[config.mk]
export PLATFORM = sky130hd
export DESIGN_NAME = riscv_mc_sequencer
export DESIGN_NICKNAME = d
export VERILOG_FILES = /design/src/rtl/riscv_mc_sequencer.sv
export SDC_FILE = /design/constraint.sdc
export NUM_CORES = 1
export LEC_CHECK = 0
export CORE_MARGIN = 2
export CORE_UTILIZATION = 42
export DETAILED_ROUTE_END_ITERATION = 8
export PLACE_DENSITY_LB_ADDON = 0.12
export SYNTH_ARGS = -nofsm -noshare
export SYNTH_HDL_FRONTEND = slang
export SYNTH_SLANG_ARGS = --single-unit
[constraint.sdc]
create_clock -name clk -period 2.14 [get_ports clk]
set_input_delay 0.321 -clock clk [delete_from_list [all_inputs] [get_ports clk]]
set_output_delay 0.321 -clock clk [all_outputs]
set_load 0.01 [all_outputs]
[src/rtl/riscv_mc_sequencer.sv]
// Multicycle control sequencer for the RV32 core: fetch/exec/mem/mdu/writeback
// phases with bus-wait timeouts and a trap state in place of fatal illegal-opcode handling.
module riscv_mc_sequencer #(
    parameter int TIMEOUT_W   = 8,
    parameter int ENABLE_M    = 0,
    parameter int SKIP_WB     = 1,
    parameter int TRAP_STICKY = 1
) (
    input  logic       clk,
    input  logic       rst,
    input  logic [6:0] opcode,
    input  logic [6:0] f7,
    input  logic       stall,
    input  logic       ibus_ack,
    input  logic       dbus_ack,
    input  logic       mdu_done,
    output logic       ibus_req,
    output logic       dbus_req,
    output logic       dbus_we,
    output logic       mdu_start,
    output logic       load_ir,
    output logic       en_pc_counter,
    output logic       write_back_stage,
    output logic       trap,
    output logic [1:0] trap_cause,
    output logic       trap_redirect,
    output logic [3:0] state_o
);

    localparam logic [3:0] S_FETCH_REQ  = 4'd1;
    localparam logic [3:0] S_FETCH_WAIT = 4'd2;
    localparam logic [3:0] S_LOAD_IR    = 4'd3;
    localparam logic [3:0] S_EXEC       = 4'd4;
    localparam logic [3:0] S_MEM        = 4'd5;
    localparam logic [3:0] S_MDU        = 4'd6;
    localparam logic [3:0] S_WRITEBACK  = 4'd7;
    localparam logic [3:0] S_TRAP       = 4'd8;

    localparam logic [1:0] CAUSE_ILLEGAL = 2'd1;
    localparam logic [1:0] CAUSE_IBUS    = 2'd2;
    localparam logic [1:0] CAUSE_DBUS    = 2'd3;

    localparam logic [6:0] OP_ALU    = 7'b0110011;
    localparam logic [6:0] OP_ALUI   = 7'b0010011;
    localparam logic [6:0] OP_LOAD   = 7'b0000011;
    localparam logic [6:0] OP_STORE  = 7'b0100011;
    localparam logic [6:0] OP_BRANCH = 7'b1100011;
    localparam logic [6:0] OP_JAL    = 7'b1101111;
    localparam logic [6:0] OP_JALR   = 7'b1100111;
    localparam logic [6:0] OP_LUI    = 7'b0110111;
    localparam logic [6:0] OP_AUIPC  = 7'b0010111;
    localparam logic [6:0] F7_MULDIV = 7'b0000001;

    localparam logic [TIMEOUT_W-1:0] CNT_MAX = '1;

    logic [3:0]           state, state_next;
    logic [TIMEOUT_W-1:0] cnt, cnt_next, cnt_inc;
    logic [1:0]           cause, cause_next;

    logic is_muldiv, is_m_ok, is_load, is_store, is_branch, is_seq_alu, is_legal;

    // Opcode classification; MUL/DIV shares the ALU opcode and is told apart by f7.
    always_comb begin
        is_muldiv  = (opcode == OP_ALU) && (f7 == F7_MULDIV);
        is_m_ok    = is_muldiv && (ENABLE_M != 0);
        is_load    = (opcode == OP_LOAD);
        is_store   = (opcode == OP_STORE);
        is_branch  = (opcode == OP_BRANCH);
        is_seq_alu = ((opcode == OP_ALU) && !is_muldiv) || (opcode == OP_ALUI) ||
                     (opcode == OP_LUI) || (opcode == OP_AUIPC) ||
                     (opcode == OP_JAL) || (opcode == OP_JALR);
        is_legal   = is_seq_alu || is_branch || is_load || is_store || is_m_ok;
    end

    assign cnt_inc = (cnt == CNT_MAX) ? cnt : cnt + 1'b1;

    always_comb begin
        state_next = state;
        cnt_next   = cnt;
        cause_next = cause;
        if (!stall) begin
            case (state)
                S_FETCH_REQ: begin
                    state_next = S_FETCH_WAIT;
                    cnt_next   = '0;
                end
                S_FETCH_WAIT: begin
                    if (ibus_ack) begin
                        state_next = S_LOAD_IR;
                    end else begin
                        cnt_next = cnt_inc;
                        if (cnt_inc == CNT_MAX) begin
                            state_next = S_TRAP;
                            cause_next = CAUSE_IBUS;
                        end
                    end
                end
                S_LOAD_IR: begin
                    cnt_next   = '0;
                    state_next = S_EXEC;
                end
                S_EXEC: begin
                    if (!is_legal) begin
                        state_next = S_TRAP;
                        cause_next = CAUSE_ILLEGAL;
                    end else if (is_load || is_store) begin
                        state_next = S_MEM;
                        cnt_next   = '0;
                    end else if (is_m_ok) begin
                        state_next = S_MDU;
                    end else if (is_branch && (SKIP_WB != 0)) begin
                        state_next = S_FETCH_REQ;
                    end else begin
                        state_next = S_WRITEBACK;
                    end
                end
                S_MEM: begin
                    if (dbus_ack) begin
                        if (is_store && (SKIP_WB != 0))
                            state_next = S_FETCH_REQ;
                        else
                            state_next = S_WRITEBACK;
                    end else begin
                        cnt_next = cnt_inc;
                        if (cnt_inc == CNT_MAX) begin
                            state_next = S_TRAP;
                            cause_next = CAUSE_DBUS;
                        end
                    end
                end
                S_MDU: begin
                    if (mdu_done)
                        state_next = S_WRITEBACK;
                end
                S_WRITEBACK: state_next = S_FETCH_REQ;
                S_TRAP: begin
                    if (TRAP_STICKY == 0)
                        state_next = S_FETCH_REQ;
                end
                default: state_next = S_FETCH_REQ;
            endcase
        end
    end

    always_ff @(posedge clk) begin
        if (rst) begin
            state <= S_FETCH_REQ;
            cnt   <= '0;
            cause <= 2'd0;
        end else begin
            state <= state_next;
            cnt   <= cnt_next;
            cause <= cause_next;
        end
    end

    // Event-type strobes (start pulse, ack-qualified PC update, redirect) are
    // gated by stall so they fire once, on the cycle the transition is taken.
    always_comb begin
        ibus_req         = 1'b0;
        dbus_req         = 1'b0;
        dbus_we          = 1'b0;
        mdu_start        = 1'b0;
        load_ir          = 1'b0;
        en_pc_counter    = 1'b0;
        write_back_stage = 1'b0;
        trap             = 1'b0;
        trap_redirect    = 1'b0;
        if (!rst) begin
            case (state)
                S_FETCH_REQ:  ibus_req = 1'b1;
                S_FETCH_WAIT: ibus_req = 1'b1;
                S_LOAD_IR:    load_ir  = 1'b1;
                S_EXEC: begin
                    en_pc_counter = is_seq_alu || is_branch;
                    mdu_start     = is_m_ok && !stall;
                end
                S_MEM: begin
                    dbus_req      = 1'b1;
                    dbus_we       = is_store;
                    en_pc_counter = dbus_ack && !stall;
                end
                S_MDU:       en_pc_counter    = mdu_done && !stall;
                S_WRITEBACK: write_back_stage = !(is_store || is_branch);
                S_TRAP: begin
                    trap          = 1'b1;
                    trap_redirect = (TRAP_STICKY == 0) && !stall;
                end
                default: ;
            endcase
        end
    end

    assign trap_cause = cause;
    assign state_o    = state;

endmodule

# == Word-level counts from Yosys, hierarchy flattened ==
# Index checks and enable logic that the tools add are counted.
# word_totals
reg_bits,14
input_bits,20
output_inout_bits,15
word_cells,93
# classes
n_addsub,1
n_eq_ne,28
muxes,35
n_bitwise,2
n_reduce_logical,24
# op_table
operator,n
8-bit 2-to-1 mux,5
8-bit case mux with 4 select lines,1
4-bit case mux with 7 select lines,1
7-bit by 6-bit equality test with 1-bit output (second input constant),3
7-bit equality test (second input constant),3
4-bit 2-to-1 mux,5
4-bit by 3-bit equality test with 1-bit output (second input constant),4
8-bit equality test (second input constant),2
2-bit != test (second input constant),8
7-bit by 5-bit equality test with 1-bit output (second input constant),2
1-bit 2-to-1 mux,13
1-bit logical OR,10
2-bit 2-to-1 mux,5
3-bit 2-to-1 mux,3
8-bit by 1-bit adder with 8-bit output (second input constant),1
4-bit by 2-bit equality test with 1-bit output (second input constant),2
7-bit by 1-bit equality test with 1-bit output (second input constant),1
7-bit by 2-bit equality test with 1-bit output (second input constant),1
7-bit AND reduction,1
2-bit case mux with 3 select lines,1
6-bit AND reduction,1
4-bit by 1-bit equality test with 1-bit output (second input constant),1
4-bit equality test (second input constant),1
1-bit logical AND,4
7 further kinds,11

# == Logic depth before layout (Yosys ltp) ==
# Gate-level depths: netlist of the first run.
# logic_depth
depth_word,14
depth_mapped,8
depth_no_buf,7

# == Worst setup path before layout of the first run ==
# OpenSTA, ideal clock, no wires.
# synth_path
kind,register to register
from,register cnt[0]
to,register cause[0] (netlist: trap_cause[0])
arrival_time_ps,2127
required_time_ps,2019
setup_slack_ps,-108
path_stages_with_launch,9
cell_sequence,dfxtp_1 -> ha_1 -> buf_2 -> nand4_4 -> mux2_2 -> nor4_1 -> nand2_1 -> o41a_1 -> mux2_4
# synth_between
elab_chain_len,5
word_cells_on_any_way,7
classes_between,add/sub (1); eq/ne (4); mux (1); reduce/logical (1)
# synth_rtl
element,line_no,source
"start, declared",57,"logic [TIMEOUT_W-1:0] cnt, cnt_next, cnt_inc;"
"start signal, assigned",152,cnt <= cnt_next;
8-bit by 1-bit adder with 8-bit output or 8-bit equality test (tied branches),75,assign cnt_inc = (cnt == CNT_MAX) ? cnt : cnt + 1'b1;
8-bit 2-to-1 mux *,75,
8-bit equality test *,"92, 125",
2-bit != test (no source line),-,
7-bit AND reduction (no source line) *,-,
"end signal, assigned",153,cause <= cause_next;
"end, declared",58,"logic [1:0] cause, cause_next;"
# Every way passes the cells marked *; elsewhere a longest branch is shown, timed or not.
# A chain may end at the register's enable or synchronous reset.

# == Final worst setup path of the first run ==
# layout_path
from,input port f7[5]
to,output port en_pc_counter
# layout_between
elab_chain_len,12
# layout_rtl
element,line_no,source
"start, declared",12,"input logic [6:0] f7,"
7-bit by 1-bit equality test with 1-bit output,64,is_muldiv = (opcode == OP_ALU) && (f7 == F7_MULDIV);
1-bit logical AND,64,
1-bit zero test,69,is_seq_alu = ((opcode == OP_ALU) && !is_muldiv) || (opcode == OP_ALUI) ||
1-bit logical AND,69,
1-bit logical OR (2 in series),69,
1-bit logical OR (2 in series),70,(opcode == OP_LUI) || (opcode == OP_AUIPC) ||
1-bit logical OR,71,(opcode == OP_JAL) || (opcode == OP_JALR);
1-bit logical OR,175,en_pc_counter = is_seq_alu || is_branch;
1-bit case mux with 3 select lines,170,case (state)
1-bit 2-to-1 mux,169,if (!rst) begin
"end, declared",22,"output logic en_pc_counter,"
# Every way passes these cells.

==> results of run 1 <==
[path summary, 6_finish.rpt]
path                 startpoint            end  slack (ns)  cells after the start
setup / recovery          f7[5]  en_pc_counter        0.02                      8
hold / removal    trap_cause[1]  trap_cause[1]        0.50                      2
setup reg to reg         cnt[1]     state_o[1]        0.11                      8
hold reg to reg   trap_cause[1]  trap_cause[1]        0.50                      2
[cells by family (layout without fill, tap and decap cells)]
kind of cell               after synthesis  after routing
other                                    1              2
muxes                                    4              4
adders and majority gates                1              1
AOI/OAI and AO/OA                       48             48
and+or+nand+nor                         80             80
DFF                                     14             14
buffers and inverters                   14             74
xor gates and xnor gates                 1              1
[power breakdown]
| part | total, uW | internal, uW | leakage (uW) | switching [uW] |
|---|---|---|---|---|
| sequential | 283 | 271 | 0.000114 | 12.8 |
| combinational | 280 | 142 | 0.000694 | 137 |
| clock | 202 | 104 | 0.0000210 | 98.0 |
[tightest hold or removal path, stage by stage (launching register included)]
cell and delay [ns]:
dfxtp_1 0.33, o41ai_1 0.06, a21oi_1 0.07
[cell usage in the layout, fill, tap and decap left out, drive strengths merged, types with 4 or more instances in the layout]
cell type      count
a21oi             10
nor2b              7
dfxtp             14
nor2              18
nand2b             7
o21ai              7
nand2             14
nand3b             5
buf               37
nor4               4
a31oi              4
dlymetal6s2s       7
nor3               7
clkbuf             6
nand3              8
clkdlybuf4s50     19
a211oi             6
[state kept, by name (all words and copies together), names as in the netlist]
signal,count
trap_cause,2
state_o,4
cnt,8
[metrics by stage]
stage	TNS, ns	hold slack (ns)	util [%]	area, um^2	setup slack (ns)
2_1_floorplan	0	0.4871	-	1216	0.009826
3_3_place_gp	-2.718	0.4754	64.81	1772	-0.5593
3_5_place_dp	-3.096	0.4912	64.81	1772	-0.6184
4_1_cts	-0.01971	0.5073	67.46	1844	-0.01971
5_1_grt	-0.06689	0.5286	69.20	1892	-0.06160
6_report	0	0.5041	69.20	1892	0.01950
[area by class of cell]
| type | instances | area, um^2 |
|---|---|---|
| Sequential cell | 14 | 284.0 |
| Multi-Input combinational cell | 136 | 930.9 |
| Fill cell | 230 | 842.1 |
| Timing Repair Buffer | 68 | 594.3 |
| Inverter | 2 | 7.507 |
| Clock buffer | 4 | 36.28 |
| Tap cell | 31 | 38.79 |
[synthesized netlist by cell type (all sizes together) (3+ instances only)]
library cell | number | share of area, %
a22oi | 3 | 1.9
dfxtp | 14 | 23
nand2b | 7 | 3.7
nand3 | 8 | 3.3
a31oi | 4 | 2.1
nor2 | 18 | 5.6
nand3b | 5 | 3.1
nand2 | 14 | 4.6
nor3 | 7 | 2.9
nor4 | 4 | 2.6
buf | 6 | 3.0
a21oi | 10 | 4.2
a211oi | 6 | 3.8
clkbuf | 6 | 1.9
nor2b | 7 | 3.7
o21ai | 7 | 2.9
[timing repair]
item / in CTS / in global routing
resized for setup: 17 / 21
buffers inserted: 2 / 0
setup endpoints to repair: 8 / 9
pin swaps: 7 / 8
[metal layers]
| metal | vias up | global-route usage [%] | part of all wire [%] |
|---|---|---|---|
| met3 | 6 | 5.442 | 7.5 |
| met2 | 63 | 36.69 | 48 |
| li1 | 732 | - | - |
| met4 | 0 | 5.648 | 0.95 |
| met5 | - | 0 | 0 |
| met1 | 703 | 32.04 | 43 |
==> impl_metrics.tcl, run 1 <==
set metrics [dict create \
    critPathMaxFanout 2 \
    vias 1504 \
    dp_cells 249 \
    insertion_delay_ns 0.29 \
    synth_warnings 0 \
    synth_top_family_by_area "simple AND/OR/NAND/NOR gates" \
    clk_pin_slew_ns 0.09 \
    clkSinkCount 14 \
    critical_path_class "primary input to output port" \
    num_io_pins 35 \
    yosysSeqAreaShare_pct 23.41 \
    drive_above_1_share_pct 27.68 \
    status "finished, final reports clean" \
    cp_slowest_stage_delay_ns 0.53 \
    place.port_buffers 32 \
    cts_buffers 3 \
    htreeDepth 1 \
    holdBufCountCts 0 \
    critPathSlowestCell "or4_4" \
    end_kind "output port" \
    grt_start_max_net_pins 14 \
    hold_violations 0 \
    async_reset_ff_share_pct 0 \
    gp_congestion 0.9613 \
    grtUsageTotal_pct 23.25 \
    nets 246 \
    synth_compound_area_share_pct 27.90 \
    skew_ns 0.003241 \
    ir_drop_mv 0.3411 \
    die_area_um2 3294 \
    globalRouteOverflowTotal 0 \
    period_needed_ns 2.120 \
    cp.arrival_ns 1.80 \
    power_uw 764.9 \
    hold_class "register to register" \
    cp.buffers_inverters 2 \
    worstPathRequired_ns 1.82 \
    n_antenna_cell 0 \
    clockBufferDepth 2 \
    synth.avg_cell_area_um2 7.346 \
    drtIter0Drc 88 \
    postRouteAntennaNets 0 \
    rows 19 \
    rsz0062_at_grt "yes" \
    cts_tree "yes" \
    start_util_pct 43.80 \
    synth_seq_cells 14 \
    root_buffer "clkbuf_4" \
    p_per_area_nw_per_um2 404.3 \
    wire_per_inst_um 14.87 \
    p_leak_uw 0.0008288 \
    finalSetupViolations 0 \
    slew_violations 0 \
    die_y_um 57.40 \
    core-area_um2 2734 \
    synth_edf_count 0 \
    cp_top_family "simple AND/OR/NAND/NOR gates" \
    drcViolationCount 0 \
    synthFlopType "dfxtp_1" \
    ys_types 50 \
    critPathLaunchType "primary input" \
    hpwl_um 2865 \
    viasPerCell 5.898 \
    syn_area_um2 1197 \
    areaGrowthSynthToFinish_pct 57.99 \
    synthesis.instances 163 \
    grt_pass1_wl_um 6141 \
    synth_mux_area_share_pct 3.866 \
    fmax_mhz 471.6 \
    synth_fa_ha_area_share_pct 1.045 \
    crit_chain "clkbuf_2, or4_4, nor4_4, o31a_2, nand2_2, a22oi_2, nor2_1, buf_2" \
    first_pass_iters 4 \
    synth-simple-area-share_pct 37.20 \
    antenna_found_initial 0 \
    grt_pass1_vias 1372 \
    die_w_um 57.40 \
    post-route-period-util_pct 99.09 \
    drv_cap 0 \
    layoutNonFillerInstCount 255 \
    wl_um 3792 \
    synth_xor_area_share_pct 0.7315 \
]
(Power assumes the default switching activity.)
==> run 2, diff against run 1 <==
--- a/config.mk
+++ b/config.mk
@@ -8,7 +8,9 @@
 export CORE_MARGIN = 2
 export CORE_UTILIZATION = 42
 export DETAILED_ROUTE_END_ITERATION = 8
+export GPL_ROUTABILITY_DRIVEN = 0
 export PLACE_DENSITY_LB_ADDON = 0.12
+export SLEW_MARGIN = 20
 export SYNTH_ARGS = -nofsm -noshare
 export SYNTH_HDL_FRONTEND = slang
 export SYNTH_SLANG_ARGS = --single-unit
==> run 2 against run 1 <==
Net effect:
- register-to-register slack barely moved
- first-iteration DRC count fell by 33%
- setup slack got worse by 0.0015 ns
- die area did not move
- clock power fell by 3%
==> impl_metrics.tcl, run 2 (synthesized netlist as in run 1, its figures left out) <==
set metrics [dict create \
    p_per_area_nw_per_um2 402.8 \
    critical_path_class "primary input to output port" \
    clk_pin_slew_ns 0.08 \
    grt_pass1_vias 1367 \
    antenna_found_initial 0 \
    clockBufferDepth 2 \
    rows 19 \
    critPathLaunchType "primary input" \
    htreeDepth 1 \
    critPathMaxFanout 2 \
    fmax_mhz 471.3 \
    fill_cells 228 \
    largest_reg_flops 8 \
    p_sw_uw 240.7 \
    rsz0062_at_grt "yes" \
    vias 1466 \
    regMostFlops "cnt" \
    num_io_pins 35 \
    tns_ns 0 \
    cp_slowest_stage_delay_ns 0.53 \
    cp.arrival_ns 1.80 \
    hold_class "register to register" \
    clock_power_share_pct 25.8 \
    power_frac_seq_pct 37.6 \
    nets 244 \
    period_needed_ns 2.122 \
    place.port_buffers 32 \
    end_kind "output port" \
    skew_ns 0.003418 \
    p_leak_uw 0.0007925 \
    core-area_um2 2734 \
    n_antenna_cell 0 \
    dp_slack_ns -0.5899 \
    setup_slack_ns 0.01802 \
    p_int_uw 515.9 \
    status "finished, final reports clean" \
    cts_buffers 3 \
    final_common_cell "buf_4" \
    wire_per_inst_um 14.28 \
    grt_pass1_wl_um 6016 \
    die_w_um 57.40 \
    hpwl_um 2773 \
    globalRouteOverflowTotal 0 \
    swShare_pct 31.81 \
    combPwrFrac_pct 36.6 \
    postLayoutCellArea_um2 1878 \
    cts_tree "yes" \
    die_area_um2 3294 \
    fin_util_pct 68.70 \
    grtUsageTotal_pct 22.84 \
    die_y_um 57.40 \
    drv_cap 0 \
    layout_common_cells "33 x buf_4, 19 x clkdlybuf4s50_1, 17 x nor2_1" \
    clkSinkCount 14 \
    start_util_pct 43.80 \
    root_buffer "clkbuf_4" \
    drcViolationCount 0 \
    post-route-period-util_pct 99.16 \
    hold_violations 0 \
    dpl_cell_area_um2 1764 \
    critPathSlowestCell "or4_4" \
    multi_input_area_um2 928.4 \
    grt_start_max_net_pins 14 \
    drive_above_1_share_pct 27.48 \
    crit_chain "buf_6, or4_4, nor4_4, o31a_2, nand2_2, a22oi_2, nor2_1, buf_2" \
    regArea_um2 285.3 \
    slew_violations 0 \
    areaGrowthSynthToFinish_pct 56.84 \
    insertion_delay_ns 0.29 \
    postRouteAntennaNets 0 \
    worstPathRequired_ns 1.82 \
    drtIter0Drc 59 \
    viasPerCell 5.794 \
    first_pass_iters 4 \
    holdBufCountCts 0 \
    finalSetupViolations 0 \
    ir_drop_mv 0.4415 \
    wl_um 3612 \
]
-- run 2: cell count changes in the layout (fill, tap and decap cells not counted), sizes merged --
cell          delta
dlygate4sd2      +1
clkbuf           -1
buf              -1
dlymetal6s2s     -1
-- run 2: cell type report --
class | instances | share of cell area [%]
Multi-Input combinational cell | 136 | 49.43
Timing Repair Buffer | 66 | 30.98
Sequential cell | 14 | 15.19
Tap cell | 31 | 2.065
Clock buffer | 4 | 1.932
Inverter | 2 | 0.3997
-- run 2: critical path: cells and delay by family --
family	cells	cell delay [ns]
AO/OA/AOI/OAI	2	0.33
buffers and inverters	2	0.23
AND/OR/NAND/NOR	4	0.93
-- run 2: repair_timing --
action                                  4_1_cts  5_1_grt
buffers inserted                              1        0
endpoints found under the setup margin        7        9
pin swaps                                     6        9
resized for setup                            16       24
hold endpoints to repair                      0        0
-- run 2: worst paths after layout --
path                 start            end  slack (ns)  depth (start not counted)
min          trap_cause[1]  trap_cause[1]        0.49                          2
max                  f7[5]  en_pc_counter        0.02                          8
min reg2reg  trap_cause[1]  trap_cause[1]        0.49                          2
max reg2reg         cnt[1]     state_o[2]        0.12                          8
-- run 2: per-stage QoR --
stage                     power [uW]  hold slack [ns]  instances
after floorplan                418.5           0.4871        164
after global placement         546.3           0.4761        248
after detailed placement       554.0           0.4732        248
after CTS                      749.6           0.4904        253
after global routing           804.5           0.5099        253
final                          756.5           0.4855        253
-- run 2: power by group through the flow --
stage / logic (uW) / clock network (uW) / registers (uW)
6_report: 277 / 195 / 284
5_1_grt: 305 / 215 / 285
4_1_cts: 267 / 200 / 282
3_5_place_dp: 267 / 0 / 287
3_3_place_gp: 261 / 0 / 285
2_1_floorplan: 131 / 0 / 288
-- run 2: layer usage --
layer / GRT usage, % / wire [um]
met3: 4.762 / 246
met4: 4.983 / 31
met2: 38.15 / 1715
met5: 0 / 0
met1: 30.28 / 1619
